[src/rtl/bit_scatter_reg_pkg.sv]
// Shared definitions for bit_scatter_reg.
// Provides the default word/select widths and the FILL/HOLD state encoding.
package bit_scatter_reg_pkg;

  localparam int unsigned WIDTH_DEF = 32;
  localparam int unsigned SEL_W_DEF = 5;

  typedef enum logic {
    FILL = 1'b0,
    HOLD = 1'b1
  } state_t;

endpackage

[src/rtl/decoder_5_to_32.sv]
// Select-to-one-hot decoder: the structural inverse of MUX_32_to_1.
// Ports:
//   sel    - bit position to address
//   en     - enable; when low the output is all zeros
//   onehot - one-hot write-enable vector, bit sel set when en is high
module decoder_5_to_32 #(
  parameter int unsigned SEL_W = 5,
  parameter int unsigned WIDTH = 32
) (
  input  logic [SEL_W-1:0] sel,
  input  logic             en,
  output logic [WIDTH-1:0] onehot
);

  always_comb begin
    onehot = '0;
    if (en) onehot[sel] = 1'b1;
  end

endmodule

[src/rtl/bit_scatter_reg.sv]
// Bit-scatter register: deposits single bits into addressed positions of a
// word and presents the word on a valid/ready handshake once every position
// has been written at least once.
// Ports:
//   clk, rst            - clock, synchronous active-high reset
//   in_valid/in_ready   - write handshake (ready only while filling)
//   sel, d              - target bit position and bit value
//   flush               - discard partial or held word, return to filling
//   out_word            - assembled word, stable while out_valid is high
//   out_valid/out_ready - output handshake
//   written_mask        - positions written since the last clear
//   fill_count          - population count of written_mask
module bit_scatter_reg
  import bit_scatter_reg_pkg::*;
#(
  parameter int unsigned WIDTH = WIDTH_DEF,
  parameter int unsigned SEL_W = SEL_W_DEF
) (
  input  logic             clk,
  input  logic             rst,
  input  logic             in_valid,
  output logic             in_ready,
  input  logic [SEL_W-1:0] sel,
  input  logic             d,
  input  logic             flush,
  output logic [WIDTH-1:0] out_word,
  output logic             out_valid,
  input  logic             out_ready,
  output logic [WIDTH-1:0] written_mask,
  output logic [SEL_W:0]   fill_count
);

  localparam logic [SEL_W:0] COUNT_ONE  = (SEL_W+1)'(1);
  localparam logic [SEL_W:0] COUNT_LAST = (SEL_W+1)'(WIDTH - 1);

  state_t           state, state_next;
  logic             wr_accept;
  logic             wr_new;
  logic [WIDTH-1:0] wr_en;

  assign in_ready  = (state == FILL);
  assign out_valid = (state == HOLD);
  assign wr_accept = in_valid && in_ready;
  // A write only grows the mask when its position was still unwritten.
  assign wr_new    = wr_accept && !written_mask[sel];

  decoder_5_to_32 #(
    .SEL_W (SEL_W),
    .WIDTH (WIDTH)
  ) u_dec (
    .sel    (sel),
    .en     (wr_accept),
    .onehot (wr_en)
  );

  always_comb begin
    state_next = state;
    if (flush) begin
      state_next = FILL;
    end else begin
      case (state)
        FILL: if (wr_new && fill_count == COUNT_LAST) state_next = HOLD;
        HOLD: if (out_ready) state_next = FILL;
        default: state_next = FILL;
      endcase
    end
  end

  always_ff @(posedge clk) begin
    if (rst) begin
      state <= FILL;
    end else begin
      state <= state_next;
    end
  end

  // Word, mask and count are cleared by reset, flush, or a completed
  // handoff; otherwise only updated by accepted writes (in_ready gates
  // wr_en, so HOLD freezes them).
  always_ff @(posedge clk) begin
    if (rst || flush || (state == HOLD && out_ready)) begin
      out_word     <= '0;
      written_mask <= '0;
      fill_count   <= '0;
    end else begin
      out_word     <= (out_word & ~wr_en) | (d ? wr_en : '0);
      written_mask <= written_mask | wr_en;
      if (wr_new) fill_count <= fill_count + COUNT_ONE;
    end
  end

endmodule

[config.mk]
export PLATFORM = sky130hd
export DESIGN_NAME = bit_scatter_reg
export DESIGN_NICKNAME = d
export VERILOG_FILES = /design/src/rtl/bit_scatter_reg_pkg.sv /design/src/rtl/decoder_5_to_32.sv /design/src/rtl/bit_scatter_reg.sv
export SDC_FILE = /design/constraint.sdc
export NUM_CORES = 1
export LEC_CHECK = 0
export BUFFER_PORTS_ARGS = -buffer_cell sky130_fd_sc_hd__buf_2
export CAP_MARGIN = 15
export CORE_AREA = 3 3 92 77
export DETAILED_ROUTE_END_ITERATION = 8
export DIE_AREA = 0 0 95 80
export GPL_TIMING_DRIVEN = 0
export HOLD_SLACK_MARGIN = 0.12
export PLACE_DENSITY = 0.85
export SLEW_MARGIN = 10
export SYNTH_ARGS = -nofsm -noshare
export SYNTH_HDL_FRONTEND = slang
export SYNTH_SLANG_ARGS = --single-unit
[constraint.sdc]
create_clock -name clk -period 5.1 [get_ports clk]
set_clock_uncertainty 0.2 [all_clocks]
set_input_delay 1.02 -clock clk [delete_from_list [all_inputs] [get_ports clk]]
set_output_delay 1.02 -clock clk [all_outputs]
set_load 0.01 [all_outputs]
-- After elaboration in Yosys (flattened, before gate mapping)
Index checks and enable logic that the tools add are counted.
- bits in registers: 71
- bits in latches: 0
- bits in writable memories: 0
- memory bits (read-only): 0
- input port bits: 11
- output and inout port bits: 72
- word-level logic and storage cells: 31
- memories: 0
- add/subtract/negate cells: 1
- multipliers: 0
- div/mod/pow operators: 0
- magnitude comparators: 2
- equality and inequality tests: 1
- shift operators: 0
- muxes and demuxes: 9
- bitwise logic cells: 5
- reduce and logical (&&, ||, !) cells: 9
- operators with widths (kind ; number):
    $mux 32 ; 2
    $or 32x32->32 ; 2
    $and 32x32->32 ; 1
    $not 32->32 ; 1
    $add 6x1->6 const B ; 1
    $eq 6x5->1 const B ; 1
    $lt 5x6->1 const B ; 1
    $bmux 1 s5 ; 1
    $demux 1 s5 ; 1
    $ge 5x1->1 const B ; 1
    $logic_and 1x1->1 ; 5
    $mux 1 ; 4
    $logic_or 1x1->1 ; 2
    $pmux 1 s2 ; 1
    $reduce_or 2->1 ; 1
    $logic_not 1->1 ; 1
    $not 1->1 ; 1

-- Longest topological paths before layout
- depth in word-level cells: 8
- gate-level depth with buffers: 9
- depth with buffers taken out: 6

-- Modules after synthesis
A second synthesis with hierarchy kept.
- cells, all modules: 339
- area, all modules: 2995.4 um2
- modules (own cells, without submodules) (module ; times used ; cells each ; area an instance (um2) ; seq. area each (um2)):
    bit_scatter_reg ; 1 ; 292 ; 2765.2 ; 1421.4
    decoder_5_to_32 ; 1 ; 47 ; 230.2 ; 0.0

-- Worst setup path before layout
Ideal clock, no wire load.
- kind: input -> register
- start point: in sel[1]
- end point: reg fill_count[4]
- setup time: 0.071 ns
- arrival: 2.622 ns
- required time: 4.829 ns
- slack: 2.207 ns
- stages: 9
- path buffers: 3
- cells stage by stage: buf_6 buf_8 mux2i_1 o22ai_1 or2_1 a211o_1 buf_6 or3_1 a21oi_1
- longest elaborated chain between the ends: 4
- RTL lines (item ; line ; RTL):
    start: declaration ; bit_scatter_reg.sv:23 ; input logic [SEL_W-1:0] sel,
    $bmux 1 s5 ; bit_scatter_reg.sv:45 ; assign wr_new = wr_accept && !written_mask[sel];
    $mux 1 (not written as such) ; bit_scatter_reg.sv:45 ;
    $logic_not 1->1 ; bit_scatter_reg.sv:45 ;
    $logic_and 1x1->1 ; bit_scatter_reg.sv:45 ;
    end signal: assignment ; bit_scatter_reg.sv:88 ; if (wr_new) fill_count <= fill_count + COUNT_ONE;
    end: declaration ; bit_scatter_reg.sv:30 ; output logic [SEL_W:0] fill_count
Every way passes these cells. The select of a mux whose other input is x is not followed.
A chain may end at the register's enable or synchronous reset.

-- Worst setup path in the final report
- start point: in sel[0]
- end point: reg fill_count[3]
The elaborated chain is that of the path after synthesis.

==> results by group <==
Run status
  – Run status: finished, final reports clean

Yosys
  – Syn Nets: 368
  – Mean Syn Cell Area: 8.28 sq um
  – Post-Synth Simple-Gate Area: 0.229
  – Post-Synth Adder-Cell Area: 0.00425
  – Mux share of post-synthesis cell area: 0.0909
  – Register area share after synthesis: 0.482
  – Largest family of logic cells by synthesized area: simple AND/OR/NAND/NOR gates
  – Post-synth EDFFs: 0
  – Main synth FF type: dfxtp_1
  – FFs w/ async S/R, synth: 0
  – Synth unique cells: 36
  – Synthesized area: 2950 sq um
  – Complex-gate fraction of the synthesized area: 0.149
  – Synth warn: 0
  – Yosys reg bits: 71
  – Xor-xnor portion of the synthesized cell area: 0
  – Synth Instances: 356

Clocking
  – H-tree depth: 3
  – Clk pin slew, worst setup/hold paths: 0.07 ns
  – Sink Count: 71
  – Max Root-Sink Buffers: 2
  – Post-CTS setup buffer count: 0
  – Cts hold-fix bufs: 0
  – Later-pin clock latency in the skew report: 0.35 ns
  – Root buffer cell: clkbuf_8
  – CTS tree: done
  – TritonCTS Buffers: 9
  – Post-CTS sizing: 0

Setup path
  – CP peak stage delay: 0.34 ns
  – Critical-path top delay cell: clkbuf_1
  – Crit path kind: input pin to register
  – Worst path cell trace: buf_2 -> clkbuf_1 -> inv_1 -> o31ai_1 -> nor4_1 -> a211o_1 -> buf_6 -> or3_1 -> a21oi_1
  – Crit start category: input pin
  – Critical path peak fanout: 10
  – Crit end category: register
  – CP Data Required Time: 5.17 ns
  – Crit path DAT: 3.01 ns

Die
  – Ports: 83
  – Die area: 7600 sq um
  – Initial Util: 0.469
  – Die Wd: 95 um
  – Row cnt: 26
  – Core area: 6280 sq um
  – Die Y: 80 um

Global routing
  – GR Overflow Total: 0
  – Met3 usage in global routing: 0.0858
  – Initial antenna violation count: 0
  – GRT met1 Usage: 0.288
  – Largest net degree at the start of global routing: 13
  – Most used routing layer: met2
  – First-pass GRT wire length: 13000 um
  – GRT met2 Usage: 0.359
  – Number of global-route vias before repair: 2655
  – GR Util All Layers: 0.226

Run
  – Max Cap Violations: 0

Placement
  – Gpl congestion: 0.895
  – IO Port Bufs: 79
  – Post-DP HPWL: 6070 um
  – Dpl ws: 1.86 ns

Route
  – WL per Instance: 15.4 um
  – Pre-antenna DRT Iters: 6
  – Initial DRC count: 280
  – Avg Vias per Cell: 5.54
  – Total length of routed wires: 8250 um
  – Post-route DRC: 0
  – Via count: 2962
  – Final ANT Viol Nets: 0

Layout
  – Number of fillers in the final layout: 554
  – Layout cells sized above 1: 0.235
  – Commonest non-fill, non-tap cell in the layout: nor2_1
  – Most frequent cells in the layout: 87 x nor2_1, 85 x buf_2, 71 x dfxtp_1
  – Multi-input logic area: 1390 sq um
  – Syn-to-layout area delta: 23.4%
  – Final net count: 458
  – Antenna Cells: 0
  – Core Util, Final: 0.579
  – Register Area: 1420 sq um

Pwr
  – Leakage Power: 1.55 nW
  – Pwr Density: 291 nW/um^2
  – Max VDD drop: 0.178 mV

Timing
  – Rel. slew slack: 0.275
  – Crit share post-route: 0.576
  – Setup ws final: 2.16 ns
  – Setup TNS Final: 0 ns
  – Least-Margin Pin Slew: 1.08 ns
  – Final Hold Viols: 0
  – Slew Viols, Final: 0
  – Tmin final: 2.94 ns
  – FMAX: 340 MHz
  – Final setup viols: 0
  – RSZ-0062 raised after global routing: false

Worst hold path
  – Type of the worst min-delay path: register to register
report_power, final:
part	total, mW	leakage [nW]	internal (mW)	switching, mW
combinational	0.0692	0.878	0.0212	0.0481
sequential	0.558	0.572	0.556	0.00206
clock	0.431	0.0960	0.224	0.207
total	1.06	1.55	0.802	0.257
Yosys cell counts, drive strengths merged (2+ instances only):
library cell  count  area, sq um
dfxtp            71         1420
nor3              5         25.0
o22ai             4         25.0
nor2b             2         12.5
a211oi            2         15.0
buf              10         71.3
nand2            30          113
or3b              2         17.5
a211o             2         17.5
or3               7         43.8
nand3            10         50.1
clkbuf           14         52.6
mux2i            23          230
a21oi            31          155
inv               2         7.51
nor2             87          327
and3              4         25.0
o21ai            28          140
nand3b            3         30.0
o21a              8         60.1
worst paths after layout:
| path | startpoint | to | slack [ns] | cells past startpoint |
|---|---|---|---|---|
| worst max-delay path | sel[0] | fill_count[3] | 2.16 | 9 |
| worst min-delay path | register | register | 0.28 | 2 |
| worst max register to register | written_mask[0] | fill_count[3] | 2.87 | 7 |
| worst min register to register | register | register | 0.28 | 2 |
final cells by class:
type                    count  share of cell area
clock inverters             6              0.0169
multi-input cells         259               0.383
flip-flops and latches     71               0.391
well taps                  84              0.0289
repair buffers             79               0.109
plain buffers              24              0.0341
clock buffers              10              0.0351
inverters                   2             0.00206
layer usage:
layer | share of wire | vias up
met2 | 0.46 | 145
met1 | 0.42 | 1407
met4 | 0.0084 | 0
met5 | 0 | -
met3 | 0.11 | 10
li1 | - | 1400
cell families (layout without fill, tap and decap cells):
group / Yosys count / count (layout)
compound gates: 78 / 78
fa+ha+maj: 1 / 1
simple gates: 155 / 155
buf+inv: 26 / 121
flops: 71 / 71
mux: 25 / 25
worst max-delay path, delay by kind of cell:
family / cells / cell delay, ns
AND/OR/NAND/NOR: 2 / 0.46
buffers and inverters: 4 / 0.82
AO/OA/AOI/OAI: 3 / 0.69
metrics by stage:
| stage | hold WS [ns] | cells | power, mW | instance area [sq um] |
|---|---|---|---|---|
| floorplan | 0.281 | 356 | 0.617 | 2950 |
| global placement | 0.262 | 519 | 0.637 | 3450 |
| detailed placement | 0.265 | 519 | 0.639 | 3450 |
| CTS | 0.275 | 535 | 1.06 | 3640 |
| global route | 0.297 | 535 | 1.10 | 3640 |
| finish | 0.275 | 535 | 1.06 | 3640 |
Power figures use the tool's default switching activity.
